==> src/rtl/pu4_input_loader.sv <==
// Sample packer feeding the 4-input processing unit: groups four samples, issues
// them to the PU, waits out the PU pipeline and holds the result for a handshake.
module pu4_input_loader #(
  parameter int XLEN       = 5,
  parameter int PU_LATENCY = 2
) (
  input  logic            clk,
  input  logic            rst,
  input  logic [XLEN-1:0] in_data,
  input  logic            in_valid,
  output logic            in_ready,
  input  logic            flush,
  output logic [XLEN-1:0] num1,
  output logic [XLEN-1:0] num2,
  output logic [XLEN-1:0] num3,
  output logic [XLEN-1:0] num4,
  input  logic [XLEN-1:0] pu_result,
  output logic [XLEN-1:0] res_data,
  output logic            res_valid,
  input  logic            res_ready,
  output logic            busy
);

  localparam int TW = PU_LATENCY + 1;

  logic [2:0]        r_cnt;
  logic [TW-1:0]     r_trk;
  logic [XLEN-1:0]   r_res_data;
  logic              r_res_valid;
  logic [4*XLEN-1:0] w_num;
  logic              w_in_ready;
  logic              w_accept;
  logic              w_flush_go;
  logic              w_issue;

  assign w_in_ready = (r_cnt < 3'd4) && !flush;
  assign w_accept   = in_valid && w_in_ready;
  assign w_flush_go = flush && (r_cnt != 3'd0) && (r_cnt < 3'd4);
  assign w_issue    = (r_cnt == 3'd4) && (r_trk == '0) && !r_res_valid;

  // One slot per group position: collection entry plus the registered PU operand.
  genvar gi;
  generate
    for (gi = 0; gi < 4; gi++) begin : g_slot
      logic [XLEN-1:0] r_buf;
      logic [XLEN-1:0] r_num;

      always_ff @(posedge clk or negedge rst) begin
        if (!rst) begin
          r_buf <= '0;
          r_num <= '0;
        end else begin
          if (w_accept && (r_cnt == 3'(gi))) begin
            r_buf <= in_data;
          end else if (w_flush_go && (r_cnt <= 3'(gi))) begin
            r_buf <= '0;
          end
          if (w_issue) begin
            r_num <= r_buf;
          end
        end
      end

      assign w_num[gi*XLEN +: XLEN] = r_num;
    end
  endgenerate

  always_ff @(posedge clk or negedge rst) begin
    if (!rst) begin
      r_cnt <= 3'd0;
    end else if (w_issue) begin
      r_cnt <= 3'd0;
    end else if (w_flush_go) begin
      r_cnt <= 3'd4;
    end else if (w_accept) begin
      r_cnt <= r_cnt + 3'd1;
    end
  end

  // A single token walks the tracker; its arrival at the MSB lines up with the PU output.
  always_ff @(posedge clk or negedge rst) begin
    if (!rst) begin
      r_trk <= '0;
    end else begin
      r_trk <= {r_trk[TW-2:0], w_issue};
    end
  end

  always_ff @(posedge clk or negedge rst) begin
    if (!rst) begin
      r_res_data  <= '0;
      r_res_valid <= 1'b0;
    end else if (r_trk[TW-1]) begin
      r_res_data  <= pu_result;
      r_res_valid <= 1'b1;
    end else if (res_ready) begin
      r_res_valid <= 1'b0;
    end
  end

  assign in_ready  = w_in_ready;
  assign num1      = w_num[0*XLEN +: XLEN];
  assign num2      = w_num[1*XLEN +: XLEN];
  assign num3      = w_num[2*XLEN +: XLEN];
  assign num4      = w_num[3*XLEN +: XLEN];
  assign res_data  = r_res_data;
  assign res_valid = r_res_valid;
  assign busy      = (r_cnt != 3'd0) || (r_trk != '0) || r_res_valid;

endmodule
==> config.mk <==
export PLATFORM = sky130hd
export DESIGN_NAME = pu4_input_loader
export DESIGN_NICKNAME = d
export VERILOG_FILES = /design/src/rtl/pu4_input_loader.sv
export SDC_FILE = /design/constraint.sdc
export NUM_CORES = 1
export LEC_CHECK = 0
export ABC_AREA = 1
export CAP_MARGIN = 20
export CORE_MARGIN = 1.5
export CORE_UTILIZATION = 50
export CTS_CLUSTER_DIAMETER = 120
export DETAILED_ROUTE_END_ITERATION = 8
export PLACE_DENSITY_LB_ADDON = 0.25
export SYNTH_ARGS = -nofsm -noshare
export SYNTH_HDL_FRONTEND = slang
export SYNTH_SLANG_ARGS = --single-unit
==> constraint.sdc <==
create_clock -name clk -period 1.5 [get_ports clk]
set_input_delay 0.3 -clock clk [delete_from_list [all_inputs] [get_ports clk]]
set_output_delay 0.3 -clock clk [all_outputs]
set_load 0.05 [all_outputs]
# Yosys cells after proc, flatten, opt, wreduce, memory -nomap -nowiden
# Cells that the tools add are included.
# Widths: inputs -> output; s select.
totals:
  out_inout_bits: 28
  register_bits: 52
op_classes:
  n_mux: 13
  n_lt_le_gt_ge: 5
  n_addsub: 1
  n_eq_ne: 4
  reduce_logical: 28
op_table:
  columns: ["op", "count"]
  rows:
  - ["$mux 5", 8]
  - ["$logic_and 1x1->1", 14]
  - ["$reduce_bool 2->1", 5]
  - ["$mux 3", 3]
  - ["$reduce_bool 3->1", 3]
  - ["$eq 3x2->1 const B", 2]
  - ["$le 3x1->1 const B", 2]
  - ["$le 3x2->1 const B", 2]
  - ["$logic_not 3->1", 2]
  - ["$add 3x1->3 const B", 1]
  - ["$eq 3x1->1 const B", 1]
  - ["$eq 3x3->1 const B", 1]
  - ["$lt 3x3->1 const B", 1]
  - ["$logic_not 1->1", 2]
  - ["$logic_or 1x1->1", 2]
  - ["$mux 1", 2]

# Depth between registers and ports, before layout
# Gate-level depths: netlist (run 1).
depth:
  ltp_word: 6
  mapped_depth: 8
  depth_no_buf: 8

# Worst setup path after synthesis (run 1)
# OpenSTA, ideal clock, no wires.
synth_timing:
  path_kind: "reg2out"
  start: "register r_res_valid, in the netlist res_valid"
  end: "output busy"
  arrival_ns: 1.294
  slack_ns: -0.094
  n_path_buf: 0
  required_time_ns: 1.200
  stages_incl_launch_ff: 3
  cell_sequence: "dfrtp_1 > nor2_2 > nand4_1"
synth_via:
  elab_chain_cells: 1
synth_rtl:
  columns: ["element", "line", "source"]
  rows:
  - ["from (decl)", "29", "logic r_res_valid;"]
  - ["from (signal assigned)", "92", "r_res_valid <= 1'b0;"]
  - ["from (signal assigned)", "95", "r_res_valid <= 1'b1;"]
  - ["from (signal assigned)", "97", "r_res_valid <= 1'b0;"]
  - ["$logic_or 1x1->1", "108", "assign busy = (r_cnt != 3'd0) || (r_trk != '0) || r_res_valid;"]
  - ["to (decl)", "21", "output logic busy"]
# No other way between the ends.

# Worst setup path after layout (run 1)
layout_timing:
  start: "register r_cnt[0]"
  end: "output busy"
layout_via:
  elab_chain_cells: 3
layout_rtl:
  columns: ["element", "line", "source"]
  rows:
  - ["from (decl)", "26", "logic [2:0] r_cnt;"]
  - ["from (signal assigned)", "76", "r_cnt <= r_cnt + 3'd1;"]
  - ["$reduce_bool 3->1", "108", null]
  - ["$logic_or 1x1->1 (2 in series)", "108", null]
# No other way between the ends.

==> flow_summary.yaml, run 1 <==
sta:
  hold_viol: 0
  clock.fmax_mhz: 630
  finalCriticalPeriod_ns: 1.59
  tns_ns: -0.208
  slew_viol_final: 0
  tightest_slew_ns: 0.451
  rsz0062_at_grt: "yes"
  setup_viol: 14
  clock_skew_ns: 0.00567
  fin_ws_ns: -0.0874
  holdWs_ns: 0.458
  finalCritPeriodShare: 1.06
  relSlewSlack: 0.699
worst_setup_path:
  cp-end-kind: "output pin"
  critPathArrivalTime_ns: 1.29
  path_class: "reg2out"
  r2r_start: "r_cnt[0]$_DFFE_PN0P_"
  reg2reg_depth: 8
  cp-startpoint: "r_cnt[0]$_DFFE_PN0P_"
  crit_fanout: 2
  required_ns: 1.20
  cp-start-kind: "flop"
cells_and_area:
  fillerInstances: 236
  insertedDiodeCount: 0
  fin_nets: 315
  area_growth_pct: 47.8
  drive_gt1_frac: 0.246
  final_cell_area_um2: 3140
outcome:
  outcome: "finished with violations"
  violations: "setup timing"
routing:
  wire_per_inst_um: 13.8
  ant_nets: 0
  via_per_inst: 5.10
  detail_route.first_pass.iterations: 4
  wl_um: 4800
  vias: 1768
  drc: 0
  drt-initial-drc-count: 115
power_and_ir_drop:
  p_leak_nw: 1.63
  power.density_nw_per_um2: 2310
  peakVddDrop_uv: 1800
  power_mw: 7.27
yosys:
  synth_cells: 232
  synth.cell_area_um2: 2120
  avgSynthCellArea_um2: 9.16
  synth.most_common_cell: "nand2_1"
  yosys_warnings: 0
  synth_area_leader_cell: "dfrtp_1"
  synthFlopType: "dfrtp_1"
  ys_types: 19
  netlist_top_cells_area: "dfrtp_1 61%, nand2_1 20%, inv_1 2.5%"
  synth-seq-cells: 52
  synthArstFlopShare: 1.00
  synth_edf_count: 0
  ys_top_cells_by_count: "115 x nand2_1, 52 x dfrtp_1, 14 x inv_1"
  synth.top_cell.area_share: 0.612
  syn_nets: 251
  ys_seq_area_frac: 0.612
floorplan:
  die_h_um: 68.2
  die-area_um2: 4650
  ios: 43
  core.rowCount: 23
  initial_core_util: 0.527
  die_w_um: 68.2
  coreArea_um2: 4030
hold_path:
  hp-start: "r_trk[1]$_DFF_PN0_"
  min_path_type: "reg2reg"
  holdPathStages: 0
placed_design:
  place_area_um2: 2930
  portBuffers: 42
  dp_hpwl_um: 3250
  gp_congestion: 0.912
clocking:
  clkSinkCount: 52
  cts.clk_slew.worst_paths_ns: 0.09
  cts_tree: "yes"
  cts-buffers-inserted: 5
  htree_num_levels: 2
  clock_latency_ns: 0.31
  cts_buffer_depth: 2
  cts_root_buffer: "clkbuf_8"
run:
  cap_violations: 0
grt:
  grt_pass1_vias: 1734
  antenna_found_initial: 0
  grt.overflow.total: 0
  grt_pass1_wl_um: 7690
  grt_max_degree: 35
  grtUsageTotal: 0.227
[repair_timing]
action	in CTS	in global routing
setup buffers	5	4
resized for setup	7	6
pin swaps	2	5
hold endpoints to repair	18	0
endpoints found under the setup margin	22	17
hold buffers	1	0
[where the power goes]
part           leakage [nW]  switching [mW]  internal, mW
clock                0.0455           0.430         0.377
sequential            0.690           0.463          1.92
combinational         0.895            2.25          1.83
total                  1.63            3.14          4.13
[registers in the layout, summed over array words and instances, names as in the netlist]
signal        cells
r_cnt             3
g_slot.r_buf     20
num3              5
r_trk             3
num1              5
res_data          5
num4              5
res_valid         1
num2              5
[cell families (layout without fill, tap and decap cells)]
family,count (synthesis),count (layout),share of synthesized area
buffers and inverters,21,86,0.0453
adders and majority gates,4,4,0.0236
and+or+nand+nor,139,139,0.281
DFF,52,52,0.612
AOI/OAI and AO/OA,16,16,0.0377
[layout make-up]
cell class / count / area [µm²] / area share
Sequential cell: 52 / 1300 / 0.415
Timing Repair Buffer: 61 / 852 / 0.271
Multi-Input combinational cell: 159 / 766 / 0.244
Clock buffer: 8 / 90.1 / 0.0287
Inverter: 17 / 66.3 / 0.0211
Tap cell: 50 / 62.6 / 0.0199
[critical path, cell delays in order (launching register included)]
cell	delay, ns
dfrtp_1	0.40
inv_2	0.09
ha_4	0.14
nand4_1	0.15
buf_12	0.20
[metal layers]
layer | part of all wire | global-route usage
met1 | 0.41 | 0.296
met5 | 0 | 0
met4 | 0.028 | 0.0975
met2 | 0.51 | 0.364
met3 | 0.048 | 0.0559
[stage by stage]
step,worst slack [ns],std cells,util
floorplan,0.00929,232,-
global placement,-0.0185,329,0.728
detailed placement,-0.0887,329,0.728
CTS,-0.0773,343,0.767
global route,-0.121,347,0.780
finish,-0.0874,347,0.780
[path summary, 6_finish.rpt]
| check | slack (ns) | end |
|---|---|---|
| worst min register to register | 0.46 | r_trk[2]$_DFF_PN0_ |
| min in group asynchronous | 0.47 | g_slot[1].r_buf[1]$_DFFE_PN0P_ |
| worst max-delay path | -0.09 | busy |
| worst max register to register | -0.03 | num3[4]$_DFFE_PN0N_ |
| max in group asynchronous | 0.52 | g_slot[2].r_buf[1]$_DFFE_PN0P_ |
| worst min-delay path | 0.46 | r_trk[2]$_DFF_PN0_ |
[cell usage in the layout (no fill, tap or decap), drive strengths merged]
cell type	count
buf	47
ha	4
dlygate4sd3	1
nand3	8
nand4	8
nand3b	1
dlygate4sd2	1
a21oi	2
nand2	118
dfrtp	52
inv	17
nor2	4
o21ai	14
clkdlybuf4s50	12
clkbuf	8
Note: power is estimated with default switching activity, not from simulation.
==> run 2: changes to the inputs <==
--- a/config.mk
+++ b/config.mk
@@ -6,6 +6,7 @@
 export NUM_CORES = 1
 export LEC_CHECK = 0
 export ABC_AREA = 1
+export ABC_CLOCK_PERIOD_IN_PS = 1500
 export CAP_MARGIN = 20
 export CORE_MARGIN = 1.5
 export CORE_UTILIZATION = 50
==> results of run 2 <==
Final layout, timing and power as in run 1 (identical DEF).
==> run 3: changes to the inputs <==
--- a/config.mk
+++ b/config.mk
@@ -12,7 +12,9 @@
 export CORE_UTILIZATION = 50
 export CTS_CLUSTER_DIAMETER = 120
 export DETAILED_ROUTE_END_ITERATION = 8
+export GPL_ROUTABILITY_DRIVEN = 1
 export PLACE_DENSITY_LB_ADDON = 0.25
+export SLEW_MARGIN = 10
 export SYNTH_ARGS = -nofsm -noshare
 export SYNTH_HDL_FRONTEND = slang
 export SYNTH_SLANG_ARGS = --single-unit
==> results of run 3 <==
Final layout, timing and power as in run 1 (identical DEF).
